<file path="src/rtl/cpu_control.sv">
// Instruction register and sequencing FSM for a small 16-bit datapath CPU.
// All control outputs are Moore outputs, decoded from the FSM state and the IR.
//
//   state     | meaning
//   ----------+---------------------------------------------------------
//   WAIT      | idle, w=1; IR may be loaded, s starts an instruction
//   DECODE    | classify opcode/op, choose the execution path
//   GET_A     | read Rn into the A register
//   GET_B     | read Rm into the B register
//   CALC      | run the ALU; result to C, or status flags for CMP
//   WRITE_REG | write C back to Rd
//   WRITE_IMM | write sign-extended imm8 to Rn
module cpu_control (
    input  logic        clk,
    input  logic        reset_n,
    input  logic        s,
    input  logic        load,
    input  logic [15:0] in,
    output logic        w,
    output logic [2:0]  readnum,
    output logic [2:0]  writenum,
    output logic        write,
    output logic [3:0]  vsel,
    output logic        loada,
    output logic        loadb,
    output logic        loadc,
    output logic        loads,
    output logic        asel,
    output logic        bsel,
    output logic        shiftavoid,
    output logic [1:0]  ALUop,
    output logic [1:0]  shift,
    output logic [15:0] sximm8,
    output logic [15:0] sximm5
);

    typedef enum logic [2:0] {
        ST_WAIT      = 3'd0,
        ST_DECODE    = 3'd1,
        ST_GET_A     = 3'd2,
        ST_GET_B     = 3'd3,
        ST_CALC      = 3'd4,
        ST_WRITE_REG = 3'd5,
        ST_WRITE_IMM = 3'd6
    } state_t;

    state_t      state, state_nxt;
    logic [15:0] ir;

    logic [2:0] opcode;
    logic [1:0] op;
    logic [2:0] rn, rd, rm;

    assign opcode = ir[15:13];
    assign op     = ir[12:11];
    assign rn     = ir[10:8];
    assign rd     = ir[7:5];
    assign rm     = ir[2:0];

    logic is_mov_imm, is_mov_reg, is_alu, is_cmp, is_mvn;

    assign is_mov_imm = (opcode == 3'b110) && (op == 2'b10);
    assign is_mov_reg = (opcode == 3'b110) && (op == 2'b00);
    assign is_alu     = (opcode == 3'b101);
    assign is_cmp     = is_alu && (op == 2'b01);
    assign is_mvn     = is_alu && (op == 2'b11);

    // Immediates and shifter control follow the IR continuously.
    assign sximm8 = {{8{ir[7]}}, ir[7:0]};
    assign sximm5 = {{11{ir[4]}}, ir[4:0]};
    assign shift  = ir[4:3];

    // IR capture: only while idle, so the IR is stable for a whole instruction.
    always_ff @(posedge clk or negedge reset_n) begin
        if (!reset_n)
            ir <= 16'h0000;
        else if (state == ST_WAIT && load)
            ir <= in;
    end

    // State register.
    always_ff @(posedge clk or negedge reset_n) begin
        if (!reset_n)
            state <= ST_WAIT;
        else
            state <= state_nxt;
    end

    // Next-state logic.
    always_comb begin
        state_nxt = state;
        case (state)
            ST_WAIT:      state_nxt = s ? ST_DECODE : ST_WAIT;
            ST_DECODE: begin
                if (is_mov_imm)
                    state_nxt = ST_WRITE_IMM;
                else if (is_mov_reg || is_mvn)
                    state_nxt = ST_GET_B;
                else if (is_alu)
                    state_nxt = ST_GET_A;
                else
                    state_nxt = ST_WAIT;
            end
            ST_GET_A:     state_nxt = ST_GET_B;
            ST_GET_B:     state_nxt = ST_CALC;
            ST_CALC:      state_nxt = is_cmp ? ST_WAIT : ST_WRITE_REG;
            ST_WRITE_REG: state_nxt = ST_WAIT;
            ST_WRITE_IMM: state_nxt = ST_WAIT;
            default:      state_nxt = ST_WAIT;
        endcase
    end

    // Output decode from state and IR.
    always_comb begin
        w          = 1'b0;
        readnum    = rn;
        writenum   = rd;
        write      = 1'b0;
        vsel       = 4'b0000;
        loada      = 1'b0;
        loadb      = 1'b0;
        loadc      = 1'b0;
        loads      = 1'b0;
        asel       = 1'b0;
        bsel       = 1'b0;
        shiftavoid = 1'b0;
        ALUop      = 2'b00;
        case (state)
            ST_WAIT:   w = 1'b1;
            ST_GET_A: begin
                readnum = rn;
                loada   = 1'b1;
            end
            ST_GET_B: begin
                readnum = rm;
                loadb   = 1'b1;
            end
            ST_CALC: begin
                // MOV reg passes B through an ADD with A forced to zero.
                if (is_mov_reg) begin
                    ALUop = 2'b00;
                    asel  = 1'b1;
                end else begin
                    ALUop = op;
                    asel  = 1'b0;
                end
                if (is_cmp)
                    loads = 1'b1;
                else
                    loadc = 1'b1;
            end
            ST_WRITE_REG: begin
                writenum = rd;
                vsel     = 4'b1000;
                write    = 1'b1;
            end
            ST_WRITE_IMM: begin
                writenum = rn;
                vsel     = 4'b0010;
                write    = 1'b1;
            end
            default: ;
        endcase
    end

endmodule
</file>
<file path="config.mk">
export PLATFORM = sky130hd
export DESIGN_NAME = cpu_control
export DESIGN_NICKNAME = d
export VERILOG_FILES = /design/src/rtl/cpu_control.sv
export SDC_FILE = /design/constraint.sdc
export NUM_CORES = 1
export LEC_CHECK = 0
export ABC_AREA = 0
export BUFFER_PORTS_ARGS = -buffer_cell sky130_fd_sc_hd__buf_4
export CELL_PAD_IN_SITES_DETAIL_PLACEMENT = 0
export CELL_PAD_IN_SITES_GLOBAL_PLACEMENT = 2
export CORE_ASPECT_RATIO = 0.5
export CORE_MARGIN = 2
export CORE_UTILIZATION = 27
export DETAILED_ROUTE_END_ITERATION = 6
export GPL_TIMING_DRIVEN = 0
export HOLD_SLACK_MARGIN = 0.06
export PLACE_DENSITY_LB_ADDON = 0.08
export SETUP_SLACK_MARGIN = 0.05
export SLEW_MARGIN = 20
export SYNTH_ARGS = -nofsm -noshare
export SYNTH_HDL_FRONTEND = slang
export SYNTH_SLANG_ARGS = --single-unit
</file>
<file path="constraint.sdc">
create_clock -name clk -period 2.9 [get_ports clk]
set_clock_uncertainty 0.15 [all_clocks]
set_input_delay 0.29 -clock clk [delete_from_list [all_inputs] [get_ports clk]]
set_output_delay 0.29 -clock clk [all_outputs]
set_load 0.03 [all_outputs]
</file>
==> run metrics, run 1 <==
die boundary height=53.3 um; Reg area=475 um2; max incr delay on CP=0.36 ns; final worst path period need=2.15 ns; met1 Resource Use GR=14.1%; Core Rows=17; FF+latch count, synth=19; Worst-Skew Late Latency=0.25 ns; number of global-route vias before repair=858; Port Buffers=70; Crit. End Element=output port; synth top area cells=dfrtp_1, buf_4, mux2_4; Worst EP arrival=1.71 ns; number of routed nets with antenna violations=0; Synth Flop Type=dfrtp_1; Max VDD drop=453 uV; number of synthesis warnings=0; area grow syn2layout=51.4%; core area=0.00453 mm2; Mapped Area=0.00131 mm2; CTS resizes=0; GRT Total Usage=10.6%; DR WL/cell=10.9 um; syn_area_per_cell=11.5 um2; worst-path cell chain=clkbuf_2 -> and2b_2 -> nand2_1 -> mux2_2 -> buf_4; GR Layer Usage met2=15.9%; detailed-route vias per instance=3.84; Most Crowded Layer GR=met2; die area=0.00546 mm2; placed cells=253; Final setup violation count=0; LEAKAGE=1.06 nW; Ports=75; setup bufs post-CTS=0; # DRC=0; Num Clock Sinks=19; Total Nets Final=213; cts bufs inserted=3; n_diodes=0; Post-synth ARST share=100%; antenna violations before repair=0; Fill cells=472; WP data required=2.46 ns; Post-synth EDFFs=0; commonest non-fill, non-tap cell in the layout=buf_4; GRT met3 Usage=4.10%; gpl congestion=0.672; Power Dens Cells=1410 mW/mm2; type of origin of the critical path=register; pin count of the biggest net entering global routing=20; vias post-DR=990; CTS max path bufs=2; maximum fanout along the worst path=9; Multi-input gate area=507 um2; Initial Utilization=28.9%; Reg clk slew, reported paths=0.07 ns; cell taking the most area after synthesis=dfrtp_1; first-pass GRT wire length=4.33 mm; status=complete, no violations; Cells after Synth=114; 1st-iter DRT viols=4; period utilization=74.3%; Max Cap Viol=0; first drt pass iteration count=2; layout cells sized above 1=75.0%; CP max-delay cell=dfrtp_1; final slew viol count=0; min-delay worst type=input port to register; sequential share of the synthesized area=36.3%; Setup Crit Path Kind=register to output port; # H-tree levels=1; fmax=464 MHz; post-DP HPWL=2.18 mm; setup TNS=0 ns; post-route insts no fill=258; total grt overflow=0; Final Hold Viols=0; RSZ-0062 raised after global routing=no; clock root buffer=clkbuf_8; routed wire length=2.81 mm; share of the synthesized area in the top cell type=36.3%; Hold-fix buffers, CTS=1; CTS tree=done; commonest cells after routing, fill and taps aside=buf_4, dfrtp_1, mux2_2; Reg2Reg Setup Slack=1.17 ns; Netlist cell types=29; Die W=103 um
==> cell families after synthesis <==
logic type	after synthesis	share of synthesized area [%]
buffers and inverters	44	26.0
muxes	23	22.6
and+or+nand+nor	21	11.1
DFF	19	36.3
AOI/OAI and AO/OA	6	3.82
other	1	0.286
==> Yosys cell counts (2+ instances only) <==
| cell | instances |
|---|---|
| nor2b_1 | 3 |
| mux2_4 | 10 |
| nand2b_1 | 2 |
| and2_1 | 2 |
| buf_4 | 38 |
| inv_1 | 2 |
| mux2_2 | 13 |
| buf_6 | 2 |
| nor3b_1 | 3 |
| and3_1 | 2 |
| dfrtp_1 | 19 |
==> sequential cells by signal, indices dropped and copies added, names as in the netlist <==
register	cells
state	3
ir	16
==> critical path: cells and delay by family, from the launching register on <==
family	cells	cell delay, ns
and+or+nand+nor	2	0.41
DFF	1	0.36
muxes	1	0.36
buffers and inverters	2	0.33
==> stage by stage <==
| stage | hold WS [ns] | total power [mW] | cell area [um2] | utilization, % | setup slack, ns |
|---|---|---|---|---|---|
| after floorplan | -0.156 | 2.03 | 1320 | - | 0.900 |
| after global placement | 0.0386 | 2.63 | 1930 | 42.6 | 1.02 |
| after detailed placement | 0.0389 | 2.64 | 1930 | 42.6 | 1.00 |
| after CTS | 0.105 | 2.84 | 1990 | 43.8 | 0.729 |
| after global routing | 0.103 | 2.98 | 1990 | 43.8 | 0.580 |
| final | 0.114 | 2.80 | 1990 | 43.8 | 0.746 |
==> cell type report <==
cell class / count / share of cell area (%)
multi-input cells: 54 / 25.5
clock buffers: 4 / 2.27
flip-flops and latches: 19 / 23.9
inverters: 2 / 0.378
plain buffers: 42 / 16.8
well taps: 66 / 4.16
repair buffers: 71 / 27.0
==> where the power goes <==
part	internal [mW]	switching, mW	total, mW
Clock	0.0974	0.0828	0.180
Combinational	1.03	1.04	2.07
Sequential	0.398	0.153	0.551
==> per-layer routing <==
layer  up-vias  routed length [um]
li1        493                   -
met2        45                1260
met4         0                   0
met1       452                1280
met3         0                 274
met5         -                   0
==> worst paths after layout <==
check | start | end | cells past startpoint
max in group asynchronous | reset_n | ir[8]$_DFFE_PN0P_ | 2
min | in[14] | ir[14]$_DFFE_PN0P_ | 2
min reg2reg | ir[8]$_DFFE_PN0P_ | ir[8]$_DFFE_PN0P_ | 1
max | state[0]$_DFF_PN0_ | readnum[0] | 5
max reg2reg | state[2]$_DFF_PN0_ | ir[10]$_DFFE_PN0P_ | 5
min in group asynchronous | reset_n | state[0]$_DFF_PN0_ | 2
No activity file was read; power rests on OpenSTA's default activity.
==> run 2: changes to the inputs <==
--- a/config.mk
+++ b/config.mk
@@ -11,7 +11,7 @@
 export CELL_PAD_IN_SITES_GLOBAL_PLACEMENT = 2
 export CORE_ASPECT_RATIO = 0.5
 export CORE_MARGIN = 2
-export CORE_UTILIZATION = 27
+export CORE_UTILIZATION = 25
 export DETAILED_ROUTE_END_ITERATION = 6
 export GPL_TIMING_DRIVEN = 0
 export HOLD_SLACK_MARGIN = 0.06
==> constraint.sdc (replaced) <==
create_clock -name clk -period 2.05 [get_ports clk]
set_clock_uncertainty 0.15 [all_clocks]
set_input_delay 0.205 -clock clk [delete_from_list [all_inputs] [get_ports clk]]
set_output_delay 0.205 -clock clk [all_outputs]
set_load 0.03 [all_outputs]
==> run metrics, run 2 (synthesis results as in run 1) <==
Setup Crit Path Kind=register to output port (unchanged); Reg area=477 um2 (was 475 um2); pre-CTS setup slack=0.212 ns (was 1.00 ns); CTS max path bufs=2 (unchanged); Total Nets Final=231 (was 213); WP data required=1.69 ns (was 2.46 ns); Top reg by flops=ir (unchanged); die area=0.00588 mm2 (was 0.00546 mm2); sw power=1.85 mW (was 1.27 mW); detailed-route vias per instance=3.79 (was 3.84); Initial Utilization=26.2% (was 28.9%); Fill cells=508 (was 472); max incr delay on CP=0.37 ns (was 0.36 ns); Port Buffers=70 (unchanged); final worst path period need=1.92 ns; clock root buffer=clkbuf_8 (unchanged); hold slack=0.213 ns (was 0.114 ns); status=complete, no violations (unchanged); die boundary height=55.2 um (was 53.3 um); RSZ-0062 raised after global routing=yes (was no); 1st-iter DRT viols=15 (was 4); setup TNS=0 ns (unchanged); Multi-input gate area=529 um2 (was 507 um2); Power Dens Cells=1850 mW/mm2 (was 1410 mW/mm2); core area=0.00500 mm2 (was 0.00453 mm2); DP Area=0.00194 mm2 (was 0.00193 mm2); clock power share=6.5% (was 6.4%); number of routed nets with antenna violations=0 (unchanged); Die W=106 um (was 103 um); number of global-route vias before repair=1022 (was 858); n_diodes=0 (unchanged); type of origin of the critical path=register (unchanged); layout cells sized above 1=71.0% (was 75.0%); # DRC=0 (unchanged); CP endpoint=readnum[1] (was readnum[0]); # H-tree levels=1 (unchanged); post-layout util=44.0% (was 43.8%); period utilization=93.8%; Reg2Reg Setup Slack=0.32 ns (was 1.17 ns); Setup WS post-layout=0.127 ns (was 0.746 ns); Flop pwr share=19.3% (was 19.7%); design area=0.00220 mm2 (was 0.00199 mm2); FF-to-FF path depth=6 (was 5); first-pass GRT wire length=5.14 mm (was 4.33 mm); vias post-DR=1061 (was 990); sw frac=45.3% (was 45.5%); routed wire length=3.06 mm (was 2.81 mm); commonest non-fill, non-tap cell in the layout=buf_4 (unchanged); worst-path cell chain=buf_6 -> and2b_2 -> nand2_4 -> mux2_2 -> buf_4 (was clkbuf_2 -> and2b_2 -> nand2_1 -> mux2_2 -> buf_4); Num Clock Sinks=19 (unchanged); Regs by FF count=ir x16, state x3 (unchanged); max reg flops=16 (unchanged); Max Cap Viol=0 (unchanged); gpl congestion=0.698 (was 0.672); pin count of the biggest net entering global routing=20 (unchanged); cell internal pwr=2.23 mW (was 1.52 mW); maximum fanout along the worst path=9 (unchanged); total grt overflow=0 (unchanged); Worst-Skew Late Latency=0.25 ns (about the same); fmax=520 MHz; Worst EP arrival=1.57 ns (was 1.71 ns); CP Depth=5 (unchanged); Final Hold Viols=0 (unchanged); Reg clk slew, reported paths=0.07 ns (about the same); Crit. End Element=output port (unchanged); LEAKAGE=1.16 nW (was 1.06 nW); CP top delay family=flip-flops (was simple AND/OR/NAND/NOR gates); worst r2r src=state[1]$_DFF_PN0_ (was state[2]$_DFF_PN0_); area grow syn2layout=67.7% (was 51.4%); post-DP HPWL=2.23 mm (was 2.18 mm); r2r endpoint=ir[15]$_DFFE_PN0P_ (was ir[10]$_DFFE_PN0P_); first drt pass iteration count=2 (unchanged); min-delay worst type=input port to async pin (was input port to register); Final setup violation count=0 (unchanged); cts bufs inserted=3 (unchanged); antenna violations before repair=0 (unchanged); Max VDD drop=697 uV (was 453 uV); CP max-delay cell=dfrtp_1 (unchanged); DR WL/cell=10.9 um (about the same); Combinational Power Share=74.2% (was 73.9%); commonest cells after routing, fill and taps aside=buf_4, dfrtp_1, dlygate4sd3_1 (was buf_4, dfrtp_1, mux2_2); GRT Total Usage=11.0% (was 10.6%); Ports=75 (unchanged); Core Rows=18 (was 17); CTS tree=done (unchanged); WP buf/inv=2 (unchanged); Setup crit start=state[0]$_DFF_PN0_ (unchanged); final slew viol count=0 (unchanged)
[run 2: layer usage]
metal	up-vias	part of all wire (%)	global-route usage [%]
li1	531	-	-
met2	45	47	18.3
met1	483	43	13.8
met3	2	8.5	3.66
met4	0	0.95	2.78
met5	-	0	0
[run 2: timing repair]
| action | in CTS | in global routing |
|---|---|---|
| hold buffers | 17 | 0 |
| buffers inserted | 1 | 1 |
| pin swaps | 0 | 1 |
| gates resized for setup | 3 | 8 |
| hold endpoints to repair | 35 | 0 |
| endpoints found under the setup margin | 6 | 7 |
[run 2: final cells by class]
| class | count | share of cell area (%) |
|---|---|---|
| plain buffers | 42 | 15.4 |
| flip-flops and latches | 19 | 21.7 |
| repair buffers | 89 | 32.5 |
| clock buffers | 4 | 2.05 |
| multi-input cells | 54 | 24.1 |
| inverters | 2 | 0.341 |
| well taps | 70 | 3.98 |
[run 2: worst reg2reg max path: stages (launching register included)]
cell and delay [ns]:
dfrtp_1 0.38, buf_6 0.15, nor3_2 0.19, and2_4 0.17, buf_6 0.13, buf_12 0.15
mux2_4 0.31
[run 2: metrics by stage]
stage | power (mW) | cells
2_1_floorplan | 2.86 | 117
3_3_place_gp | 3.73 | 257
3_5_place_dp | 3.75 | 257
4_1_cts | 4.08 | 279
5_1_grt | 4.33 | 280
6_report | 4.08 | 280
[run 2: worst min-delay path by stage]
stage,slack (ns),from,to
global placement,-0.04,reset_n,ir[12]$_DFFE_PN0P_
finish,0.21,reset_n,state[0]$_DFF_PN0_
CTS,0.22,reset_n,ir[12]$_DFFE_PN0P_
floorplan,-0.24,reset_n,ir[0]$_DFFE_PN0P_
global route,0.24,reset_n,state[2]$_DFF_PN0_
detailed placement,-0.04,reset_n,ir[12]$_DFFE_PN0P_
[run 2: power groups by stage]
| stage | registers (mW) | clock network (mW) | logic (mW) |
|---|---|---|---|
| final | 0.788 | 0.264 | 3.02 |
| after detailed placement | 0.799 | 0 | 2.95 |
| after CTS | 0.790 | 0.276 | 3.01 |
| after floorplan | 0.727 | 0 | 2.14 |
| after global placement | 0.786 | 0 | 2.94 |
| after global routing | 0.838 | 0.301 | 3.19 |
